<file path="src/rtl/opb_err_cnt_bank.sv">
`default_nettype none
// ============================================================================
// Module   : opb_err_cnt_bank
// Brief    : Bank of saturating error counters with snapshot/clear over OPB.
// Revision : 1.0 - initial release
// ============================================================================
module opb_err_cnt_bank #(
   parameter logic [31:0] C_BASEADDR   = 32'h01008B00,
   parameter logic [31:0] C_HIGHADDR   = 32'h01008BFF,
   parameter int          C_OPB_AWIDTH = 32,
   parameter int          C_OPB_DWIDTH = 32,
   parameter int          C_N_CH       = 8,
   parameter int          C_CNT_WIDTH  = 32
) (
   input  logic                      OPB_Clk,
   input  logic                      OPB_Rst_n,
   input  logic [0:C_OPB_AWIDTH-1]   OPB_ABus,
   input  logic [0:3]                OPB_BE,
   input  logic [0:C_OPB_DWIDTH-1]   OPB_DBus,
   input  logic                      OPB_RNW,
   input  logic                      OPB_select,
   input  logic                      OPB_seqAddr,
   input  logic [C_N_CH-1:0]         err_in,
   input  logic                      cnt_en,
   output logic [0:C_OPB_DWIDTH-1]   Sl_DBus,
   output logic                      Sl_xferAck,
   output logic                      Sl_errAck,
   output logic                      Sl_retry,
   output logic                      Sl_toutSup
);

   localparam int                     c_ww      = C_OPB_AWIDTH - 2;
   localparam logic [C_CNT_WIDTH-1:0] c_cnt_max = '1;

   logic [C_CNT_WIDTH-1:0]  r_cnt    [C_N_CH];
   logic [C_CNT_WIDTH-1:0]  r_shadow [C_N_CH];
   logic [C_N_CH-1:0]       r_sat;
   logic [C_N_CH-1:0]       r_clr_mask;
   logic                    r_ack;
   logic                    r_ack_d;
   logic [C_OPB_DWIDTH-1:0] r_dbus;

   logic [C_OPB_AWIDTH-1:0] w_addr;
   logic [C_OPB_AWIDTH-1:0] w_off;
   logic [c_ww-1:0]         w_word;
   logic [C_OPB_DWIDTH-1:0] w_wdata;
   logic [C_OPB_DWIDTH-1:0] w_rdata;
   logic [C_N_CH-1:0]       w_evt;
   logic                    w_hit;
   logic                    w_start;
   logic                    w_wr;
   logic                    w_snap;
   logic                    w_clear;
   logic                    w_mask_wr;
   logic                    w_unused;

   // Word-aligned address; the two byte-lane bits never affect decode.
   assign w_addr  = {OPB_ABus[0:C_OPB_AWIDTH-3], 2'b00};
   assign w_off   = w_addr - C_OPB_AWIDTH'(C_BASEADDR);
   assign w_word  = w_off[C_OPB_AWIDTH-1:2];
   assign w_wdata = OPB_DBus;
   assign w_evt   = err_in & {C_N_CH{cnt_en}};

   assign w_hit   = OPB_select
                    && (w_addr >= C_OPB_AWIDTH'(C_BASEADDR))
                    && (w_addr <= C_OPB_AWIDTH'(C_HIGHADDR));
   // Blocking the cycle after an ack keeps a lingering select from re-acking.
   assign w_start = w_hit && !r_ack && !r_ack_d;

   assign w_wr      = w_start && !OPB_RNW && (OPB_BE == 4'b1111);
   assign w_snap    = w_wr && (w_word == c_ww'(0)) && w_wdata[0];
   assign w_clear   = w_wr && (w_word == c_ww'(0)) && w_wdata[1];
   assign w_mask_wr = w_wr && (w_word == c_ww'(1));

   assign w_unused = &{1'b0, OPB_seqAddr, OPB_ABus[C_OPB_AWIDTH-2:C_OPB_AWIDTH-1],
                       w_off[1:0], w_wdata};

   always_comb begin
      w_rdata = '0;
      if (w_word == c_ww'(1)) begin
         w_rdata = C_OPB_DWIDTH'(r_clr_mask);
      end else if (w_word == c_ww'(2)) begin
         w_rdata = C_OPB_DWIDTH'(r_sat);
      end else if (w_word == c_ww'(3)) begin
         w_rdata = C_OPB_DWIDTH'({8'(C_CNT_WIDTH), 8'(C_N_CH)});
      end
      for (int i = 0; i < C_N_CH; i++) begin
         if (w_word == c_ww'(4 + i)) begin
            w_rdata = C_OPB_DWIDTH'(r_shadow[i]);
         end
      end
   end

   always_ff @(posedge OPB_Clk or negedge OPB_Rst_n) begin
      if (!OPB_Rst_n) begin
         r_ack   <= 1'b0;
         r_ack_d <= 1'b0;
         r_dbus  <= '0;
      end else begin
         r_ack   <= w_start;
         r_ack_d <= r_ack;
         r_dbus  <= (w_start && OPB_RNW) ? w_rdata : '0;
      end
   end

   // Shadow load sees pre-update counts, so SNAP+CLEAR captures pre-clear values.
   always_ff @(posedge OPB_Clk or negedge OPB_Rst_n) begin
      if (!OPB_Rst_n) begin
         r_sat      <= '0;
         r_clr_mask <= '0;
         for (int i = 0; i < C_N_CH; i++) begin
            r_cnt[i]    <= '0;
            r_shadow[i] <= '0;
         end
      end else begin
         if (w_mask_wr) begin
            r_clr_mask <= w_wdata[C_N_CH-1:0];
         end
         for (int i = 0; i < C_N_CH; i++) begin
            if (w_snap) begin
               r_shadow[i] <= r_cnt[i];
            end
            if (w_clear && r_clr_mask[i]) begin
               r_cnt[i] <= w_evt[i] ? C_CNT_WIDTH'(1) : '0;
               r_sat[i] <= 1'b0;
            end else if (w_evt[i]) begin
               if (r_cnt[i] == c_cnt_max) begin
                  r_sat[i] <= 1'b1;
               end else begin
                  r_cnt[i] <= r_cnt[i] + C_CNT_WIDTH'(1);
               end
            end
         end
      end
   end

   assign Sl_DBus    = r_dbus;
   assign Sl_xferAck = r_ack;
   assign Sl_errAck  = 1'b0;
   assign Sl_retry   = 1'b0;
   assign Sl_toutSup = 1'b0;

endmodule
`default_nettype wire

</file>
<file path="config.mk">
export PLATFORM = sky130hd
export DESIGN_NAME = opb_err_cnt_bank
export DESIGN_NICKNAME = d
export VERILOG_FILES = /design/src/rtl/opb_err_cnt_bank.sv
export SDC_FILE = /design/constraint.sdc
export NUM_CORES = 1
export LEC_CHECK = 0
export BUFFER_PORTS_ARGS = -buffer_cell sky130_fd_sc_hd__buf_2
export CORE_MARGIN = 10
export CORE_UTILIZATION = 30
export CTS_CLUSTER_DIAMETER = 80
export DETAILED_ROUTE_END_ITERATION = 7
export GPL_ROUTABILITY_DRIVEN = 0
export SYNTH_ARGS = -nofsm -noshare
export SYNTH_HDL_FRONTEND = slang
export SYNTH_SLANG_ARGS = --single-unit
</file>
<file path="constraint.sdc">
create_clock -name OPB_Clk -period 4.2 [get_ports OPB_Clk]
set_input_delay 1.26 -clock OPB_Clk [delete_from_list [all_inputs] [get_ports OPB_Clk]]
set_output_delay 1.26 -clock OPB_Clk [all_outputs]
set_load 0.02 [all_outputs]
</file>
# After elaboration in Yosys (flattened, before gate mapping)
# Cells that the tools add are included.
[totals]
input_bits = 82
output_inout_bits = 36
register_bits = 562
word_cells = 191
[op_classes]
reduce_logical = 55
n_bitwise = 1
n_eq_ne = 28
n_addsub = 9
n_lt_le_gt_ge = 2
n_mux = 68
[op_table]
columns = ["operator", "count"]
rows = [
  ["32-bit 2-to-1 mux", 35],
  ["32-bit by 1-bit adder with 32-bit output, second input constant", 8],
  ["32-bit == test, second input constant", 8],
  ["30-bit by 3-bit == test with 1-bit output, second input constant", 4],
  ["30-bit by 4-bit == test with 1-bit output, second input constant", 4],
  ["30-bit by 2-bit == test with 1-bit output, second input constant", 2],
  ["32-bit by 25-bit >= comparator with 1-bit output, second input constant", 1],
  ["32-bit by 25-bit <= comparator with 1-bit output, second input constant", 1],
  ["1-bit 2-to-1 mux", 32],
  ["2-bit AND reduction", 16],
  ["2-bit nonzero test", 16],
  ["32-bit by 25-bit subtractor with 32-bit output, second input constant", 1],
  ["30-bit by 1-bit == test with 1-bit output, second input constant", 1],
  ["30-bit zero test", 1],
  ["1-bit logical AND", 19],
  ["2-bit inequality test, second input constant", 8],
  ["14-bit 2-to-1 mux", 1],
  ["8-bit bitwise AND", 1],
  ["4-bit == test, second input constant", 1],
  ["1-bit zero test", 3],
]

# Depth between registers and ports, before layout
[logic_depth]
ltp_word = 14
depth_mapped = 12
ltp_nobuf = 9

# Worst setup path after synthesis
# Ideal clock, no wire load.
[synth_timing]
kind = "input to register"
startpoint = "in OPB_ABus[6] (netlist bit)"
endpoint = "reg r_cnt[104] (netlist bit)"
cell_stages = 11
n_path_buf = 3
t_arrival_ns = 3.681
slack_ns = 0.389
cell_sequence = "buf_6 > or4_4 > buf_6 > or2_4 > nor4_4 > buf_6 > nand3_4 > a21oi_2 > or3b_1 > xor2_1 > nor2_2"
[synth_between]
elab_chain_len = 12
word_cells_on_any_way = 17
classes_between = "add/sub (1); order compare (2); eq/ne (1); mux (1); reduce/logical (12)"
[synth_lines]
columns = ["item", "line_no", "source"]
rows = [
  ["start, declared", "17", "input logic [0:C_OPB_AWIDTH-1] OPB_ABus,"],
  ["32-bit by 25-bit >= comparator with 1-bit output", "65", "&& (w_addr >= C_OPB_AWIDTH'(C_BASEADDR))"],
  ["1-bit logical AND", "65", ""],
  ["1-bit logical AND", "66", "&& (w_addr <= C_OPB_AWIDTH'(C_HIGHADDR));"],
  ["1-bit logical AND (2 in a row)", "68", "assign w_start = w_hit && !r_ack && !r_ack_d;"],
  ["1-bit logical AND (2 in a row)", "70", "assign w_wr = w_start && !OPB_RNW && (OPB_BE == 4'b1111);"],
  ["1-bit logical AND * (2 in a row)", "72", "assign w_clear = w_wr && (w_word == c_ww'(0)) && w_wdata[1];"],
  ["1-bit logical AND *", "123", "if (w_clear && r_clr_mask[i]) begin"],
  ["2-bit inequality test (no source line) / 2-bit nonzero test (equally long branches)", "n/a", ""],
  ["2-bit AND reduction (no source line)", "n/a", ""],
  ["end signal, assigned by index", "124", "r_cnt[i] <= w_evt[i] ? C_CNT_WIDTH'(1) : '0;"],
  ["end signal, assigned by index", "130", "r_cnt[i] <= r_cnt[i] + C_CNT_WIDTH'(1);"],
  ["end, declared", "35", "logic [C_CNT_WIDTH-1:0] r_cnt [C_N_CH];"],
]
# Every way passes the cells marked *; elsewhere a longest branch is shown, timed or not.
# A chain may end at the register's enable or synchronous reset.

# Worst setup path after layout
[layout_timing]
startpoint = "in OPB_ABus[17] (netlist bit)"
endpoint = "reg r_cnt[211] (netlist bit)"
# Same word-level chain as after synthesis.

==> summary.txt <==
Status: completed
Fraction of registers with async set/reset: 1.00
Min-delay worst type: flop to flop
Clock Power Share: 0.450
Nets@finish: 3255
Vias: 22692
CP Cell Sequence: buf_2, nor4b_1, nand4_1, nor4_2, buf_12, and3_1, o211ai_2, or3_1, a21oi_1
GRT overflow: 0
Pint: 9.06 mW
DR vias/cell: 5.09
Floorplan Core Area: 0.0918 sq mm
Placed inst area: 0.0302 sq mm
CTS tree: done
Vias in the first global route: 21488
GRT Total Usage: 0.160
CTS Root Cell: clkbuf_16
Max-slew headroom: 0.422
Filler cell count: 9392
Sequential share of power: 0.487
Die footprint: 0.105 sq mm
I/O Buffers: 87
Critical Path RT: 4.74 ns
Ys flop type: dfrtp_1
DIE WIDTH: 324 um
Slew of the pin with the lowest slew margin: 0.868 ns
Largest family of logic cells by synthesized area: simple AND/OR/NAND/NOR gates
Antenna violations before repair: 6
TritonCTS Sinks: 562
Worst Path Buf+Inv: 2
H-tree depth: 2
Post-synthesis compound-gate area fraction: 0.0840
Io pins: 118
Die H: 324 um
Post-detail-place hpwl: 63.7 mm
Type of origin of the critical path: input pin
Routed Wire Length: 87.1 mm
CP peak stage delay: 0.52 ns
Yosys cell types: 86
Synthesis Warnings: 0
Cell area after layout: 0.0322 sq mm
Core Rows: 111
Max cap viols: 0
Initial Util: 0.303
Final hold vios: 0
Critical path's top delay family: simple AND/OR/NAND/NOR gates
RSZ-0062 raised after global routing: false
Critical Path AT: 4.25 ns
Final worst-path cycle share: 0.882
# resized after CTS: 0
Post-Synth Adder-Cell Area: 0.00360
Xor/xnor share of the synthesized area: 0.0643
First-pass GRT wire length: 133 mm
Crit path max fanout: 15
Share of cells above drive strength 1: 0.120
Psw: 3.01 mW
# Post-CTS Setup Buffers: 0
Register Area: 0.0141 sq mm
Largest net degree at the start of global routing: 136
Crit path kind: input pin to flop
Max IR drop VDD: 0.000356 V
Hold buffer count at CTS: 0
Wire per inst: 19.5 um
Clock latency at the later pin of the worst-skew pair: 0.63 ns
Post-Synthesis Cells: 3074
Combinational share of power: 0.063
Area grow syn2layout: 15.7%
Post-synth EDFFs: 0
Max Fclk: 0.270 GHz
Clock tree buffer depth: 3
DRT iter0 DRCs: 2368
CTS clk-pin slew, worst paths: 0.06 ns
Simple-Gate Fraction of Synth Area: 0.272
Crit path max-delay cell type: nor4b_1
Non-filler cells, final: 4459
Mapped cell area: 0.0278 sq mm
Switching portion of total power: 0.249
Lkg Pwr: 14.9 nW
CTS buffer count: 58
Syn Area/Cell: 9.05 sq um
Placed Cells: 4348
Most frequent cells in the layout: nand2_1, dfrtp_1, nor2_1, xor2_1, o21ai_0
Total power: 12.1 mW
Final setup viols: 0
Final min period: 3.71 ns
Synthesized flop and latch total: 562
Max Clock Skew: 0.0165 ns
Post-synthesis mux area share: 0.0407
PD cells: 375 mW/mm^2
Residual DRC count: 0
Final Slew Violations: 0
Routed Antenna Nets: 0
Multi-input logic area: 0.0130 sq mm
Drt first pass iters: 6
Most common cell after layout, fill and taps aside: nand2_1
Crit. End Element: flop
Seq/Total Area, Yosys: 0.506
power by group through the flow:
stage | registers, mW | logic (mW) | clock network (mW)
finish | 5.88 | 0.763 | 5.43
global route | 5.90 | 0.862 | 5.76
CTS | 5.87 | 0.765 | 5.54
detailed placement | 5.96 | 0.760 | 0
global placement | 5.96 | 0.749 | 0
floorplan | 5.88 | 0.458 | 0
logic make-up after synthesis:
| logic type | Yosys count |
|---|---|
| AO/OA/AOI/OAI | 358 |
| XOR/XNOR | 204 |
| adder cells (fa/ha/maj) | 8 |
| buffers and inverters | 201 |
| flip-flops | 562 |
| multiplexers | 79 |
| other | 1 |
| AND/OR/NAND/NOR | 1661 |
final cells by class:
cell class,instances,area share
repair buffers,188,0.0442
flip-flops and latches,562,0.437
clock inverters,22,0.00793
multi-input cells,2313,0.403
inverters,42,0.00490
clock buffers,87,0.0545
diodes,2,0.000156
well taps,1243,0.0483
routing by layer:
metal | vias up | part of all wire | global-route usage
met2 | 781 | 0.42 | 0.230
met3 | 130 | 0.083 | 0.0377
met4 | 4 | 0.030 | 0.0480
li1 | 10624 | - | -
met1 | 11153 | 0.47 | 0.234
met5 | - | 0.00023 | 0
through the flow:
stage          setup slack [ns]  hold slack [ns]  TNS (ns)   util
5_1_grt                   0.387            0.433         0  0.350
3_3_place_gp            -0.0367            0.406    -0.164  0.329
3_5_place_dp            -0.0719            0.399    -0.345  0.329
4_1_cts                   0.583            0.412         0  0.350
2_1_floorplan             0.389            0.430         0      -
6_report                  0.495            0.414         0  0.350
worst paths after layout:
check,slack [ns],endpoint,cells past startpoint,start
max,0.49,r_cnt[211],9,OPB_ABus[17]
min,0.41,r_ack_d,0,Sl_xferAck
max reg2reg,0.88,r_cnt[207],8,r_cnt[202]
min reg2reg,0.41,r_ack_d,0,Sl_xferAck
max in group asynchronous,2.58,r_cnt[210],2,OPB_Rst_n
min in group asynchronous,0.62,r_shadow[72],1,OPB_Rst_n
synth_stat cells, types with 24 or more instances:
master / number / area, sq um
nand3_1: 78 / 390
o21ai_0: 107 / 536
nand4_1: 77 / 482
mux2_2: 33 / 372
inv_1: 42 / 158
nand2_1: 858 / 3220
dfrtp_1: 562 / 14100
nor3_1: 66 / 330
xnor2_1: 91 / 797
and4_1: 39 / 342
and2_1: 46 / 288
clkbuf_1: 127 / 477
nor2_1: 312 / 1170
a21oi_1: 98 / 490
and3_1: 41 / 257
mux4_2: 24 / 541
or3_1: 45 / 282
xor2_1: 113 / 990
flip-flops by register name, indices dropped and copies added (netlist names):
signal      count
r_cnt         256
r_ack_d         1
r_clr_mask      8
r_sat           8
Sl_DBus        32
r_shadow      256
Sl_xferAck      1
Power figures use the tool's default switching activity.
